`src/rtl/cpu_ctrl_pkg.sv`:
```
// Shared control-unit definitions for the 3-bus datapath sequencers.
//   t_step_e  : T-step encoding (T0..T5, IDLE=7), visible on the step output
//   OPC_*     : register-register ALU opcodes
//   is_rr_op  : 1 when an opcode belongs to the register-register table
package cpu_ctrl_pkg;

    localparam int unsigned PKG_OPC_W = 5;

    typedef enum logic [2:0] {
        T0   = 3'd0,
        T1   = 3'd1,
        T2   = 3'd2,
        T3   = 3'd3,
        T4   = 3'd4,
        T5   = 3'd5,
        IDLE = 3'd7
    } t_step_e;

    localparam logic [PKG_OPC_W-1:0] OPC_ADD = 5'h03;
    localparam logic [PKG_OPC_W-1:0] OPC_SUB = 5'h04;
    localparam logic [PKG_OPC_W-1:0] OPC_AND = 5'h09;
    localparam logic [PKG_OPC_W-1:0] OPC_OR  = 5'h0A;

    function automatic logic is_rr_op(input logic [PKG_OPC_W-1:0] opc);
        return (opc == OPC_ADD) || (opc == OPC_SUB) ||
               (opc == OPC_AND) || (opc == OPC_OR);
    endfunction

endpackage

```
`src/rtl/reg_sel_decoder.sv`:
```
// Register-field decoder: binary register index to one-hot select.
//   sel_i    : register index from an IR field
//   onehot_o : one-hot select, all zero when the index is out of range
//   oor_o    : index >= NUM_REGS
module reg_sel_decoder #(
    parameter int unsigned RSEL_W   = 4,
    parameter int unsigned NUM_REGS = 16
) (
    input  logic [RSEL_W-1:0]   sel_i,
    output logic [NUM_REGS-1:0] onehot_o,
    output logic                oor_o
);

    always_comb begin
        onehot_o = '0;
        for (int unsigned i = 0; i < NUM_REGS; i++) begin
            onehot_o[i] = (sel_i == RSEL_W'(i));
        end
    end

    assign oor_o = (32'(sel_i) >= 32'(NUM_REGS));

endmodule

```
`src/rtl/alu_rr_sequencer.sv`:
```
// Control-step generator for register-register ALU instructions on the
// 3-bus datapath: fetch in T0-T2 (T1 stalls on mem_ready), execute in T3-T5.
//   clk, reset            : rising-edge clock, synchronous active-high reset
//   run                   : start / continue the instruction stream
//   mem_ready             : memory read data valid this cycle
//   ir                    : current IR contents
//   *_out / *_in enables  : bus-drive and register-load strobes
//   inc_pc, read, alu_op  : ALU / memory controls
//   reg_out, reg_in       : one-hot GP register drive / load
//   step                  : current T-step, instr_done / illegal : 1-cycle pulses
module alu_rr_sequencer
    import cpu_ctrl_pkg::*;
#(
    parameter int unsigned NUM_REGS = 16,
    parameter int unsigned IR_W     = 32,
    parameter int unsigned OPC_W    = 5,
    parameter int unsigned RSEL_W   = 4
) (
    input  logic                clk,
    input  logic                reset,
    input  logic                run,
    input  logic                mem_ready,
    input  logic [IR_W-1:0]     ir,
    output logic                pc_out,
    output logic                zlow_out,
    output logic                mdr_out,
    output logic                mar_in,
    output logic                z_in,
    output logic                pc_in,
    output logic                mdr_in,
    output logic                ir_in,
    output logic                y_in,
    output logic                inc_pc,
    output logic                read,
    output logic [OPC_W-1:0]    alu_op,
    output logic [NUM_REGS-1:0] reg_out,
    output logic [NUM_REGS-1:0] reg_in,
    output logic [2:0]          step,
    output logic                instr_done,
    output logic                illegal
);

    localparam int unsigned RA_MSB = IR_W - OPC_W - 1;
    localparam int unsigned RB_MSB = RA_MSB - RSEL_W;
    localparam int unsigned RC_MSB = RB_MSB - RSEL_W;
    localparam int unsigned FREE_W = RC_MSB - RSEL_W + 1;

    t_step_e             state_q;
    logic                first_q;
    logic [OPC_W-1:0]    opc_q;
    logic [RSEL_W-1:0]   ra_q;
    logic [RSEL_W-1:0]   rc_q;

    logic [OPC_W-1:0]    opc_ir;
    logic [RSEL_W-1:0]   ra_ir, rb_ir, rc_ir;
    logic [RSEL_W-1:0]   out_sel, in_sel;
    logic [NUM_REGS-1:0] out_hot, in_hot;
    logic                out_oor, in_oor, rc_oor, bad_c;
    logic                unused_ir;

    assign opc_ir    = ir[IR_W-1 -: OPC_W];
    assign ra_ir     = ir[RA_MSB -: RSEL_W];
    assign rb_ir     = ir[RB_MSB -: RSEL_W];
    assign rc_ir     = ir[RC_MSB -: RSEL_W];
    assign unused_ir = ^ir[FREE_W-1:0];

    // In T3 the decoders look straight at the freshly loaded IR; later steps use latched fields.
    assign out_sel = (state_q == T3) ? rb_ir : rc_q;
    assign in_sel  = (state_q == T3) ? ra_ir : ra_q;
    assign rc_oor  = (32'(rc_ir) >= 32'(NUM_REGS));

    // Only meaningful in T3: unknown opcode or any register index out of range.
    assign bad_c = !is_rr_op(PKG_OPC_W'(opc_ir)) || in_oor || out_oor || rc_oor;

    reg_sel_decoder #(.RSEL_W(RSEL_W), .NUM_REGS(NUM_REGS)) u_out_dec (
        .sel_i    (out_sel),
        .onehot_o (out_hot),
        .oor_o    (out_oor)
    );

    reg_sel_decoder #(.RSEL_W(RSEL_W), .NUM_REGS(NUM_REGS)) u_in_dec (
        .sel_i    (in_sel),
        .onehot_o (in_hot),
        .oor_o    (in_oor)
    );

    // Step sequencing and field latch.
    always_ff @(posedge clk) begin
        if (reset) begin
            state_q <= IDLE;
            first_q <= 1'b0;
            opc_q   <= '0;
            ra_q    <= '0;
            rc_q    <= '0;
        end else begin
            case (state_q)
                IDLE: if (run) state_q <= T0;
                T0: begin
                    state_q <= T1;
                    first_q <= 1'b1;
                end
                T1: begin
                    first_q <= 1'b0;
                    if (mem_ready) state_q <= T2;
                end
                T2: state_q <= T3;
                T3: begin
                    opc_q <= opc_ir;
                    ra_q  <= ra_ir;
                    rc_q  <= rc_ir;
                    if (bad_c) state_q <= run ? T0 : IDLE;
                    else       state_q <= T4;
                end
                T4: state_q <= T5;
                T5: state_q <= run ? T0 : IDLE;
                default: state_q <= IDLE;
            endcase
        end
    end

    // Moore output decode from the step register.
    always_comb begin
        pc_out     = 1'b0;
        zlow_out   = 1'b0;
        mdr_out    = 1'b0;
        mar_in     = 1'b0;
        z_in       = 1'b0;
        pc_in      = 1'b0;
        mdr_in     = 1'b0;
        ir_in      = 1'b0;
        y_in       = 1'b0;
        inc_pc     = 1'b0;
        read       = 1'b0;
        alu_op     = '0;
        reg_out    = '0;
        reg_in     = '0;
        instr_done = 1'b0;
        illegal    = 1'b0;
        case (state_q)
            T0: begin
                pc_out = 1'b1;
                mar_in = 1'b1;
                inc_pc = 1'b1;
                z_in   = 1'b1;
            end
            T1: begin
                zlow_out = 1'b1;
                pc_in    = first_q;
                read     = 1'b1;
                mdr_in   = 1'b1;
            end
            T2: begin
                mdr_out = 1'b1;
                ir_in   = 1'b1;
            end
            T3: begin
                if (bad_c) begin
                    illegal = 1'b1;
                end else begin
                    reg_out = out_hot;
                    y_in    = 1'b1;
                end
            end
            T4: begin
                reg_out = out_hot;
                alu_op  = opc_q;
                z_in    = 1'b1;
            end
            T5: begin
                zlow_out   = 1'b1;
                reg_in     = in_hot;
                instr_done = 1'b1;
            end
            default: ;
        endcase
    end

    assign step = 3'(state_q);

endmodule

```
`config.mk`:
```
export PLATFORM = sky130hd
export DESIGN_NAME = alu_rr_sequencer
export DESIGN_NICKNAME = d
export VERILOG_FILES = /design/src/rtl/cpu_ctrl_pkg.sv /design/src/rtl/reg_sel_decoder.sv /design/src/rtl/alu_rr_sequencer.sv
export SDC_FILE = /design/constraint.sdc
export NUM_CORES = 1
export LEC_CHECK = 0
export CELL_PAD_IN_SITES_DETAIL_PLACEMENT = 0
export CELL_PAD_IN_SITES_GLOBAL_PLACEMENT = 1
export CORE_MARGIN = 2
export CORE_UTILIZATION = 41
export CTS_CLUSTER_DIAMETER = 30
export CTS_CLUSTER_SIZE = 40
export DETAILED_ROUTE_END_ITERATION = 16
export DONT_BUFFER_PORTS = 1
export PLACE_DENSITY_LB_ADDON = 0.1
export SYNTH_ARGS = -nofsm -noshare
export SYNTH_HDL_FRONTEND = slang
export SYNTH_SLANG_ARGS = --single-unit
export TNS_END_PERCENT = 30
```
`constraint.sdc`:
```
create_clock -name clk -period 2 [get_ports clk]
set_input_delay 0.2 -clock clk [delete_from_list [all_inputs] [get_ports clk]]
set_output_delay 0.2 -clock clk [all_outputs]
set_load 0.1 [all_outputs]
```
==> flow_metrics.env, run 1 <==
export IMPL_synth_flop_cell="dfxtp_1"
export IMPL_gp_congestion=0.780
export IMPL_synth_xor_area_share=0.00642
export IMPL_syn_inst=195
export IMPL_ctsRootBufferMaster="clkbuf_4"
export IMPL_ys_seq_area_frac=0.250
export IMPL_cts_buffers=3
export IMPL_syn_nets=232
export IMPL_cts_hold_buf=1
export IMPL_async_reset_ff_frac=0
export IMPL_dp_slack_ps=60.0
export IMPL_die_x_um=61.7
export IMPL_yosys_area_share_simple=0.395
export IMPL_synth_top_family_by_area="simple AND/OR/NAND/NOR gates"
export IMPL_htreeDepth=1
export IMPL_muxShareOfSynthArea=0.0578
export IMPL_cts_sinks=17
export IMPL_start_util=0.440
export IMPL_synth_area_um2=1360
export IMPL_haltStage="clock tree synthesis (4_1_cts)"
export IMPL_cts_setup_buffers=12
export IMPL_synth_edff_count=0
export IMPL_max_clock_path_buffers=2
export IMPL_synth_compound_area_frac=0.194
export IMPL_die_h_um=61.7
export IMPL_ys_seq_elements=17
export IMPL_core_rowCount=20
export IMPL_port_buffers=0
export IMPL_synthAdderAreaFrac=0.00917
export IMPL_post_cts_resized=36
export IMPL_io_pins=89
export IMPL_tool_error="[ERROR DPL-0033] detailed placement checks failed during check placement."
export IMPL_status="aborted with a tool error"
export IMPL_hpwl_um=3920
export IMPL_post_synth_cell_area_avg_um2=6.99
export IMPL_synth_cell_types=47
export IMPL_yosys_warnings=0
==> Yosys cell counts, types with 2 or more instances <==
cell | number | area (um^2)
nand2_1 | 38 | 143
inv_1 | 6 | 22.5
buf_2 | 5 | 25.0
o22a_1 | 2 | 17.5
nand4b_1 | 2 | 17.5
clkbuf_1 | 2 | 7.51
and3_1 | 2 | 12.5
a22oi_1 | 3 | 22.5
nor2_1 | 41 | 154
nor3_1 | 3 | 15.0
and2_1 | 6 | 37.5
dfxtp_1 | 17 | 340
a21oi_1 | 17 | 85.1
mux2i_1 | 3 | 30.0
a31oi_1 | 3 | 18.8
nor2b_1 | 2 | 12.5
nor4_1 | 2 | 12.5
nand2b_1 | 5 | 31.3
buf_4 | 5 | 37.5
nor3b_1 | 3 | 22.5
buf_6 | 2 | 22.5
==> stage by stage <==
| step | setup TNS, ps | instance area (um^2) | std cells | hold slack (ps) | util |
|---|---|---|---|---|---|
| global placement | 0 | 2700 | 289 | 271 | 0.871 |
| detailed placement | 0 | 2700 | 289 | 273 | 0.871 |
| floorplan | -3790 | 1690 | 195 | 330 | - |
==> cells by family after synthesis <==
logic type      after synthesis
flops                        17
compound gates               36
fa+ha+maj                     1
buf+inv                      21
mux                           6
xor+xnor                      1
simple gates                113
==> run 2: changes to the inputs <==
Settings changed: CELL_PAD_IN_SITES_DETAIL_PLACEMENT 0 to default, CELL_PAD_IN_SITES_GLOBAL_PLACEMENT 1 to default, CORE_UTILIZATION 41 to 37, CTS_CLUSTER_DIAMETER 30 to default, CTS_CLUSTER_SIZE 40 to default, PLACE_DENSITY_LB_ADDON 0.1 to 0.15.
==> flow_metrics.env, run 2 <==
export IMPL_status="complete, but fails checks"
export IMPL_violations="negative setup slack"
export IMPL_largest_reg_flops=5
export IMPL_syn_inst=195
export IMPL_cp_start_kind="register"
export IMPL_clkLatencyLatePin_ps=260
export IMPL_dpl_cell_count=288
export IMPL_wire_per_inst_um=18.2
export IMPL_arrival_ps=1920
export IMPL_synth_edff_count=0
export IMPL_timing_fmax_mhz=472
export IMPL_core_um2=3610
export IMPL_syn_nets=232
export IMPL_yosysTopAreaCell="dfxtp_1"
export IMPL_hold_class="primary input to register"
export IMPL_layout_commonest_cell="buf_12"
export IMPL_area_growth_pct=123
export IMPL_critical_path_required_ps=1800
export IMPL_post_synth_cell_area_avg_um2=6.99
export IMPL_die_h_um=64.7
export IMPL_antenna_found_initial=0
export IMPL_max_clock_path_buffers=2
export IMPL_die_area_um2=4190
export IMPL_nNetsFinal=301
export IMPL_worstSetupPathType="register to output pin"
export IMPL_tightest_slew_ps=420
export IMPL_p_per_area_nw_per_um2=1140
export IMPL_n_fill_cell=194
export IMPL_start_util=0.378
export IMPL_yosysTopAreaCellShare=0.250
export IMPL_ant_nets=0
export IMPL_seq_area_um2=352
export IMPL_cts_sinks=17
export IMPL_drive_above_1_share=0.586
export IMPL_clock_skew_ps=7.38
export IMPL_cts_buffers=3
export IMPL_async_reset_ff_frac=0
export IMPL_multi_input_area_um2=1350
export IMPL_crit_start="step[2]"
export IMPL_core_rowCount=22
export IMPL_ys_seq_area_frac=0.250
export IMPL_grt_max_degree=18
export IMPL_port_buffers=0
export IMPL_synth_flop_cell="dfxtp_1"
export IMPL_post_route_period_util=1.06
export IMPL_cp_max_fo=8
export IMPL_hpwl_um=3580
export IMPL_fin_crit_ps=2120
export IMPL_routed_via_count=1749
export IMPL_grt_pass1_wl_um=7700
export IMPL_diodes=0
export IMPL_grt_overflow_total=0
export IMPL_synthTopCellsByCount="41 x nor2_1, 38 x nand2_1, 17 x a21oi_1, 17 x dfxtp_1"
export IMPL_final_cell_mix="47 x buf_12, 34 x nor2_4, 30 x nand2_1"
export IMPL_irDropWorstVdd_mv=0.728
export IMPL_gp_congestion=0.869
export IMPL_synth_area_um2=1360
export IMPL_reg_top3="opc_q x5, ra_q x4, rc_q x4"
export IMPL_drcViolationCount=0
export IMPL_cts_tree="done"
export IMPL_clk_pin_slew_ps=80
export IMPL_final_util=0.845
export IMPL_drv_cap=0
export IMPL_track_usage=0.231
export IMPL_synth_most_common_cell="nor2_1"
export IMPL_die_x_um=64.7
export IMPL_htreeDepth=1
export IMPL_r2r_slack_ps=120
export IMPL_final_cell_count_no_fill=311
export IMPL_avgViaCountPerCell=5.62
export IMPL_grt_pass1_vias=1632
export IMPL_ys_top_cells_by_area="dfxtp_1 25%, nor2_1 11%, nand2_1 10%, a21oi_1 6.2%, and2_1 2.8%"
export IMPL_routed_wl_um=5650
export IMPL_regMostFlops="opc_q"
export IMPL_setup_viol=31
export IMPL_worst_slew_margin_rel=0.719
export IMPL_r2r_start="step[1]"
export IMPL_p_total_uw=3480
export IMPL_worst_setup_path_end_kind="output pin"
export IMPL_ctsRootBufferMaster="clkbuf_8"
export IMPL_dr_pass1_iters=4
export IMPL_yosys_warnings=0
export IMPL_grt_setup_unrepaired="true"
export IMPL_dr_first_iter_drc_count=89
export IMPL_min_path_cells=1
export IMPL_worst_slack_ps=-117
export IMPL_min_to="ra_q[3]"
export IMPL_io_pins=89
export IMPL_power_leakage_uw=0.00109
export IMPL_ys_seq_elements=17
export IMPL_min_from="reset"
export IMPL_r2r_cells=6
export IMPL_slew_viol_final=0
export IMPL_r2r_end="step[2]"
export IMPL_hold_viol=0
export IMPL_synth_cell_types=47
## run 2: cell counts after synthesis
No cell type changed its count.
## run 2: area by class of cell
class	instances	share of cell area
clock buffers	3	0.0135
clock inverters	1	0.00164
inverters	6	0.00739
multi-input cells	157	0.443
flip-flops and latches	17	0.115
well taps	48	0.0197
repair buffers	79	0.400
## run 2: how the worst max path moves through the flow
stage	endpoint	slack [ps]	cells past startpoint
finish	reg_out[13]	-120	6
floorplan	reg_out[10]	-150	4
global route	reg_out[13]	-160	6
global placement	reg_out[6]	100	5
detailed placement	reg_out[3]	40	5
CTS	reg_in[2]	-70	6
## run 2: stage by stage
step                      hold WS (ps)  setup WS [ps]  instance area, um^2  setup TNS (ps)
final                             2.77           -117                 3050           -2210
after global routing             -6.99           -158                 3050           -3650
after CTS                         5.24          -74.4                 2870           -1100
after detailed placement           275           41.9                 2660               0
after global placement             271           95.9                 2660               0
after floorplan                    330           -147                 1690           -3790
## run 2: cells by family after synthesis
kind of cell    after synthesis  synth area share
fa+ha+maj                     1           0.00917
flops                        17             0.250
buf+inv                      21            0.0872
compound gates               36             0.195
mux                           6            0.0578
simple gates                113             0.395
xor+xnor                      1           0.00642
## run 2: per-layer routing
metal,track usage,up-vias,part of all wire
met5,0,-,0
met4,0.0559,0,0.027
met3,0.0538,14,0.075
met2,0.445,102,0.55
met1,0.250,834,0.35
li1,-,799,-
## run 2: where the power goes
| part | total (uW) | switching (uW) | internal, uW |
|---|---|---|---|
| sequential | 570 | 124 | 446 |
| combinational | 2640 | 1680 | 961 |
| clock | 269 | 131 | 138 |
## run 2: repair_timing
item                       4_1_cts  5_1_grt
pin swaps                        3       22
cloned                           0        0
setup buffers                    6       12
hold endpoints to repair         0        1
hold buffers                     0        1
resized for setup               21       16
setup endpoints to repair       32       32
## run 2: worst max-delay path: stages, from the launching register on
cell      delay, ps
dfxtp_4         400
nand3b_1        290
buf_6           210
mux2i_4         330
nand2_4         110
nor2_4          130
buf_12          180
Note: power is estimated with default switching activity, not from simulation.
